**src/rtl/clkdiv_pkg.sv**
```systemverilog
// Shared definitions for the programmable clock divider.
// Exports: MODE_* output-mode codes, MIN_DIV, high_len() square-wave helper.
package clkdiv_pkg;

    localparam logic MODE_PULSE  = 1'b0;
    localparam logic MODE_SQUARE = 1'b1;

    localparam int MIN_DIV = 2;

    // Cycles the square output stays high for divisor d.
    // Odd divisors give the extra cycle to the high phase.
    function automatic logic [31:0] high_len(input logic [31:0] d);
        return d - (d >> 1);
    endfunction

endpackage

```
**src/rtl/clkdiv_prog_ch.sv**
```systemverilog
// One divider channel: counter, active/pending divisor, output registers.
// Ports: clkin, rst_n, en, load, div_in[WIDTH], mode -> tick, clkout, div_err.
module clkdiv_prog_ch
    import clkdiv_pkg::*;
#(
    parameter int WIDTH       = 16,
    parameter int DIV_DEFAULT = 50000
) (
    input  logic             clkin,
    input  logic             rst_n,
    input  logic             en,
    input  logic             load,
    input  logic [WIDTH-1:0] div_in,
    input  logic             mode,
    output logic             tick,
    output logic             clkout,
    output logic             div_err
);

    localparam logic [WIDTH-1:0] DEF = WIDTH'(DIV_DEFAULT);

    logic [WIDTH-1:0] count;
    logic [WIDTH-1:0] active;
    logic [WIDTH-1:0] pending;
    logic             pend_vld;

    logic             at_term;
    logic             load_ok;
    logic             load_bad;
    logic             apply;
    logic [WIDTH-1:0] high;

    assign at_term  = (count == active - WIDTH'(1));
    assign load_ok  = load && (div_in >= WIDTH'(MIN_DIV));
    assign load_bad = load && !load_ok;
    assign high     = WIDTH'(high_len(32'(active)));

    // Swap only at a wrap while running so the old period always
    // completes; when stopped there is no period to protect.
    assign apply = pend_vld && (!en || at_term);

    always_ff @(posedge clkin or negedge rst_n) begin
        if (!rst_n) begin
            count    <= '0;
            active   <= DEF;
            pending  <= DEF;
            pend_vld <= 1'b0;
            tick     <= 1'b0;
            clkout   <= 1'b0;
            div_err  <= 1'b0;
        end else begin
            if (en) begin
                count <= at_term ? '0 : count + WIDTH'(1);
            end else begin
                count <= '0;
            end

            tick <= en && at_term;

            if (mode == MODE_SQUARE) begin
                clkout <= en && (count < high);
            end else begin
                clkout <= en && at_term;
            end

            // Apply uses the value pending before this edge; a load on
            // the same edge stays pending for the following wrap.
            if (apply) begin
                active <= pending;
            end
            if (load_ok) begin
                pending <= div_in;
            end
            pend_vld <= load_ok || (pend_vld && !apply);

            if (load_ok) begin
                div_err <= 1'b0;
            end else if (load_bad) begin
                div_err <= 1'b1;
            end
        end
    end

endmodule

```
**src/rtl/clkdiv_prog.sv**
```systemverilog
// Multi-channel programmable clock divider / tick generator.
// Ports: clkin, rst_n, en/load/mode[N_CH], div_in[N_CH*WIDTH] -> tick, clkout, div_err[N_CH].
module clkdiv_prog
    import clkdiv_pkg::*;
#(
    parameter int N_CH        = 4,
    parameter int WIDTH       = 16,
    parameter int DIV_DEFAULT = 50000
) (
    input  logic                  clkin,
    input  logic                  rst_n,
    input  logic [N_CH-1:0]       en,
    input  logic [N_CH-1:0]       load,
    input  logic [N_CH*WIDTH-1:0] div_in,
    input  logic [N_CH-1:0]       mode,
    output logic [N_CH-1:0]       tick,
    output logic [N_CH-1:0]       clkout,
    output logic [N_CH-1:0]       div_err
);

    for (genvar i = 0; i < N_CH; i++) begin : g_ch
        clkdiv_prog_ch #(
            .WIDTH       (WIDTH),
            .DIV_DEFAULT (DIV_DEFAULT)
        ) u_ch (
            .clkin   (clkin),
            .rst_n   (rst_n),
            .en      (en[i]),
            .load    (load[i]),
            .div_in  (div_in[i*WIDTH +: WIDTH]),
            .mode    (mode[i]),
            .tick    (tick[i]),
            .clkout  (clkout[i]),
            .div_err (div_err[i])
        );
    end

endmodule

```
**config.mk**
```make
export PLATFORM = sky130hd
export DESIGN_NAME = clkdiv_prog
export DESIGN_NICKNAME = d
export VERILOG_FILES = /design/src/rtl/clkdiv_pkg.sv /design/src/rtl/clkdiv_prog_ch.sv /design/src/rtl/clkdiv_prog.sv
export SDC_FILE = /design/constraint.sdc
export NUM_CORES = 1
export LEC_CHECK = 0
export CAP_MARGIN = 40
export CORE_ASPECT_RATIO = 1.1
export CORE_MARGIN = 5
export CORE_UTILIZATION = 25
export DETAILED_ROUTE_END_ITERATION = 12
export GPL_TIMING_DRIVEN = 0
export PLACE_DENSITY = 0.37
export SETUP_SLACK_MARGIN = 0.5
export SLEW_MARGIN = 20
export SYNTH_ARGS = -nofsm -noshare
export SYNTH_HDL_FRONTEND = slang
export SYNTH_HIERARCHICAL = 1
export SYNTH_SLANG_ARGS = --single-unit
```
**constraint.sdc**
```tcl
create_clock -name clkin -period 4.16 [get_ports clkin]
set_input_delay 1.248 -clock clkin [delete_from_list [all_inputs] [get_ports clkin]]
set_output_delay 1.248 -clock clkin [all_outputs]
set_load 0.01 [all_outputs]
```
---- After elaboration in Yosys (flattened, before gate mapping) ----
Cells that the tools add are included.
storage, ports and cells
  register bits ........................... 208
operators by class
  add/sub/neg operators ................... 12
  $lt $le $gt $ge ......................... 8
  equal/unequal tests ..................... 4
  multiplexer cells ....................... 20
  reductions and logical operators ........ 48
operators by type and width
  kind                     number
  $mux W16                 8
  $add A16 B1 Y16 const B  4
  $eq A16 B16 Y1           4
  $ge A16 B2 Y1 const B    4
  $lt A16 B16 Y1           4
  $sub A16 B1 Y16 const B  4
  $sub A16 B15 Y16         4
  $logic_and A1 B1 Y1      24
  $logic_not A1 Y1         12
  $mux W1                  12
  $logic_or A1 B1 Y1       8
  $reduce_bool A2 Y1       4

---- Depth between registers and ports, before layout ----
  word-level depth ........................ 7
  mapped depth ............................ 19
  depth with buffers taken out ............ 19

---- Cells and area by module ----
The synthesis kept the hierarchy.
by module, submodules not included
  module                             times used  cells each  area each (µm²)  seq. area each (µm²)
  clkdiv_prog_ch (g_ch[0].u_ch ...)  3           403         3,837.4          1,316.3
  clkdiv_prog_ch (g_ch[1].u_ch)      1           380         3,847.4          1,316.3

---- Least setup slack after synthesis ----
OpenSTA, ideal clock, no wires.
  path kind ............................... reg2reg
  from .................................... reg g_ch[0].u_ch.active[4]
  to ...................................... reg g_ch[0].u_ch.clkout
  library setup time ...................... 121 ps
  arrival ................................. 2,908 ps
  required time ........................... 4,039 ps
  path slack .............................. 1,131 ps
  stages on the path, launching flop included .. 15
  buffers on the path ..................... 0
  path through ............................ dfstp_2 inv_1 ha_1 nand2b_1 a221oi_1 a311oi_1 o21ai_0 a21oi_1 nand3b_1 nand4_1 ha_1 nand4_1 a211oi_1 o41ai_1 a22o_1
between the ends
  word-level cells in the longest chain between the ends .. 4
  elaborated cells between the ends (all ways) .. 7
RTL lines
  element                                                     RTL line                                    text
  start: declaration                                          clkdiv_prog_ch.sv:23                        logic [WIDTH-1:0] active;
  start signal: assignment                                    clkdiv_prog_ch.sv:69                        active <= pending;
  $sub A16 B15 Y16 / $sub A16 B1 Y16 (equally long branches)  clkdiv_pkg.sv:13, clkdiv_prog_ch.sv:33
  $lt A16 B16 Y1 / $eq A16 B16 Y1 (equally long branches)     clkdiv_prog_ch.sv:61, clkdiv_prog_ch.sv:33
  $logic_and A1 B1 Y1, on equally long branches               clkdiv_prog_ch.sv:61, clkdiv_prog_ch.sv:63
  $mux W1 (*)                                                 clkdiv_prog_ch.sv:60                        if (mode == MODE_SQUARE) begin
  end signal: assignment                                      clkdiv_prog_ch.sv:61                        clkout <= en && (count < high);
  end signal: assignment                                      clkdiv_prog_ch.sv:63                        clkout <= en && at_term;
  end: declaration                                            clkdiv_prog_ch.sv:16                        output logic clkout,
Every way passes the cells marked *; elsewhere a longest branch is shown, timed or not.
A chain may end at the register's enable or synchronous reset.

---- Worst setup path in the final report ----
  from .................................... reg g_ch[0].u_ch.active[9]
  to ...................................... reg g_ch[0].u_ch.clkout
Same word-level chain as after synthesis.

==> results.tsv <==
metric	value	unit
multi_input_area	0.009638	mm2
yosys.area.top_type_share	26.07	%
yosysTopAreaCell	dfrtp_1	
drive_gt1_share	15.15	%
finClkSkew	0.009162	ns
syn_inst	1589	
worstRegToRegCells	14	
synth-main-ff-cell	dfrtp_1	
crit_path_top_delay_cell	dfstp_2	
ys_seq_area_share	34.28	%
worst-path-buf-inv	2	
grt_util_met1	16.47	%
ys_warn_count	6	
holdPathStages	2	
io_pins	90	
avgSynthCellArea	9.666	um2
critPathArrivalTime	3.91	ns
drc	0	
initial_core_util	25.19	%
grt_max_degree	85	
clockBufferDepth	3	
ys_ff_latch	208	
crit_path_cell_trace	inv_1 > ha_1 > or3_4 > nor3b_4 > o31ai_4 > nand4_1 > o211ai_1 > xor2_1 > ha_1 > nand4_1 > a211oi_2 > o41ai_1 > buf_2 > a22o_1	
crit_required	4.59	ns
maxSlewViolCount	0	
hold_class	reg -> reg	
n_fill_cell	6348	
path_class	reg -> reg	
reg2reg_to	g_ch[0].u_ch/clkout	
slowest_delay	0.56	ns
die_height	270.0	um
dpl.hpwl	31690	um
critPathCaptureType	register	
power_density	439.3	mW/mm2
hp-start	g_ch[3].u_ch/div_err	
final_nets	1998	
hold_ws	0.4879	ns
place_congestion	0.7717	
tightest_slew	0.8445	ns
met2_usage	20.33	%
worst_skew_pair.late_latency	0.55	ns
startpoint_type	register	
fin_crit_sh	83.66	%
status	finished clean	
grt_util_all_layers	12.03	%
fp.dieArea	0.06650	mm2
antennaDiodeCount	0	
ys_async_sr_fraction	100.0	%
hold_violations	0	
cts-buffers-inserted	29	
fmax	287.3	MHz
final_util	30.51	%
synth_edf_count	0	
min_period	3.480	ns
r2r-start	g_ch[0].u_ch/active[9]	
vdd.ir_drop.worst	267.8	uV
antenna_found_initial	0	
dp_slack	0.1689	ns
drv_cap	0	
grt_pass1_wl	66070	um
rrSetupSlack	0.68	ns
final_common_cell	ha_1	
grt_util_met3	1.544	%
regArea	0.005269	mm2
rsz0062_at_grt	true	
crit_fanout	4	
ctsHoldBuffers	0	
syn_nets	1867	
mostFrequentLayoutCells	193 x ha_1, 157 x dfrtp_1, 136 x inv_1	
startpoint	g_ch[0].u_ch/active[9]	
cpLargestDelayFamily	simple AND/OR/NAND/NOR gates	
clk_pin_slew	0.06	ns
dr_total_vias	11510	
top_usage_layer	met2	
setup_tns	0	ns
wl	40440	um
ant_nets	0	
hold_end	g_ch[3].u_ch/div_err	
io_buffers	89	
fin_ws	0.6796	ns
clockRootBuffer	clkbuf_16	
numClockSinks	208	
setup_viol	0	
fp-row-count	95	
drt_iter0_markers	511	
grt_pass1_vias	12130	
grt_overflow	0	
synth.distinct_cells	59	
synth_area	0.01536	mm2
dr.pass1.iters	5	
cts_tree	built	
placed_cells	2509	
fp.dieW	246.3	um
coreArea	0.06098	mm2
synthToLayoutAreaGrowth	21.11	%
layoutNonFillerInstCount	2566	
relSlewSlack	42.24	%
ctsHtreeMaxLevel	1	
p_leak	8.001	nW
wl_per_cell	15.76	um
synth_area_leaders	dfrtp_1 26%, ha_1 16%, dfstp_2 8.2%	
vias_per_cell	4.484	
==> metal layers <==
layer	vias to the layer above	wire, um
met1	5501	19730
met2	118	18870
met4	0	868
met3	40	967
met5	-	0
li1	5848	-
==> final cells by class <==
class | count | area share [%]
inverter | 139 | 2.805
buffer | 27 | 0.7668
clock inverter | 11 | 0.7601
tap | 824 | 5.542
timing repair buffer | 100 | 5.448
multi-input combinational | 1215 | 51.81
sequential | 208 | 28.32
clock buffer | 42 | 4.540
==> Yosys cell counts (5+ instances only) <==
cell type and number:
a21o_1 9, ha_1 196, a21oi_1 55, o21ai_1 31, mux2_4 10, dfstp_2 48, xor2_1 93, o31ai_1 5
nand2_1 50, inv_1 139, or3_1 16, nand3b_1 17, buf_2 9, nand4_1 46, dfrtp_1 160, nor4_1 16
o221ai_1 5, nand2b_1 22, xnor2_1 108, mux2_2 70, nand4b_1 7, o21ba_2 7, nor2_1 127, nor2b_1 19
and2_1 9, a31oi_1 7, o21bai_1 12, clkbuf_1 14, and3_1 19, nor3_1 13, a221oi_1 7, o22ai_1 9
nand3_1 72, o21ai_0 86, and4_1 6
==> repair_timing <==
action	in CTS	in global routing
pin swaps	0	15
setup endpoints to repair	4	4
resized for setup	19	39
buffers inserted	0	4
==> flip-flops by register name, summed over array words and instances, names as in the netlist <==
| signal | count |
|---|---|
| g_ch.u_ch/active | 64 |
| g_ch.u_ch/pend_vld | 4 |
| g_ch.u_ch/pending | 64 |
| g_ch.u_ch/clkout | 4 |
| g_ch.u_ch/div_err | 4 |
| g_ch.u_ch/tick | 4 |
| g_ch.u_ch/count | 64 |
==> report_power, final <==
part	internal, mW	switching, mW	total (mW)
Clock	1.59	0.956	2.54
Combinational	1.42	1.75	3.17
Sequential	2.26	0.201	2.46
Total	5.26	2.91	8.17
==> cell families after synthesis <==
logic type,after synthesis,share of synthesized area (%)
buffers and inverters,166,4.325
multiplexers,80,6.109
flip-flops,208,34.28
adder cells (fa/ha/maj),200,16.49
AO/OA/AOI/OAI,275,11.58
XOR/XNOR,201,11.46
AND/OR/NAND/NOR,459,15.76
==> tightest hold or removal path: stages (launching register included) <==
cell     delay [ns]
dfrtp_1        0.34
nor2_1         0.04
nor2_1         0.07
==> metrics by stage <==
stage,cell area [um2],power [mW]
floorplan,15360,4.712
global placement,17280,5.516
detailed placement,17380,5.550
CTS,18430,8.246
global route,18600,8.853
finish,18600,8.171
==> worst max path at each step <==
stage,depth (start not counted),endpoint
floorplan,14,g_ch[0].u_ch/clkout
global placement,1,g_ch[3].u_ch/count[13]
detailed placement,15,g_ch[0].u_ch/clkout
CTS,17,g_ch[0].u_ch/clkout
global route,18,g_ch[1].u_ch/clkout
finish,14,g_ch[0].u_ch/clkout
No activity file was read; power rests on OpenSTA's default activity.
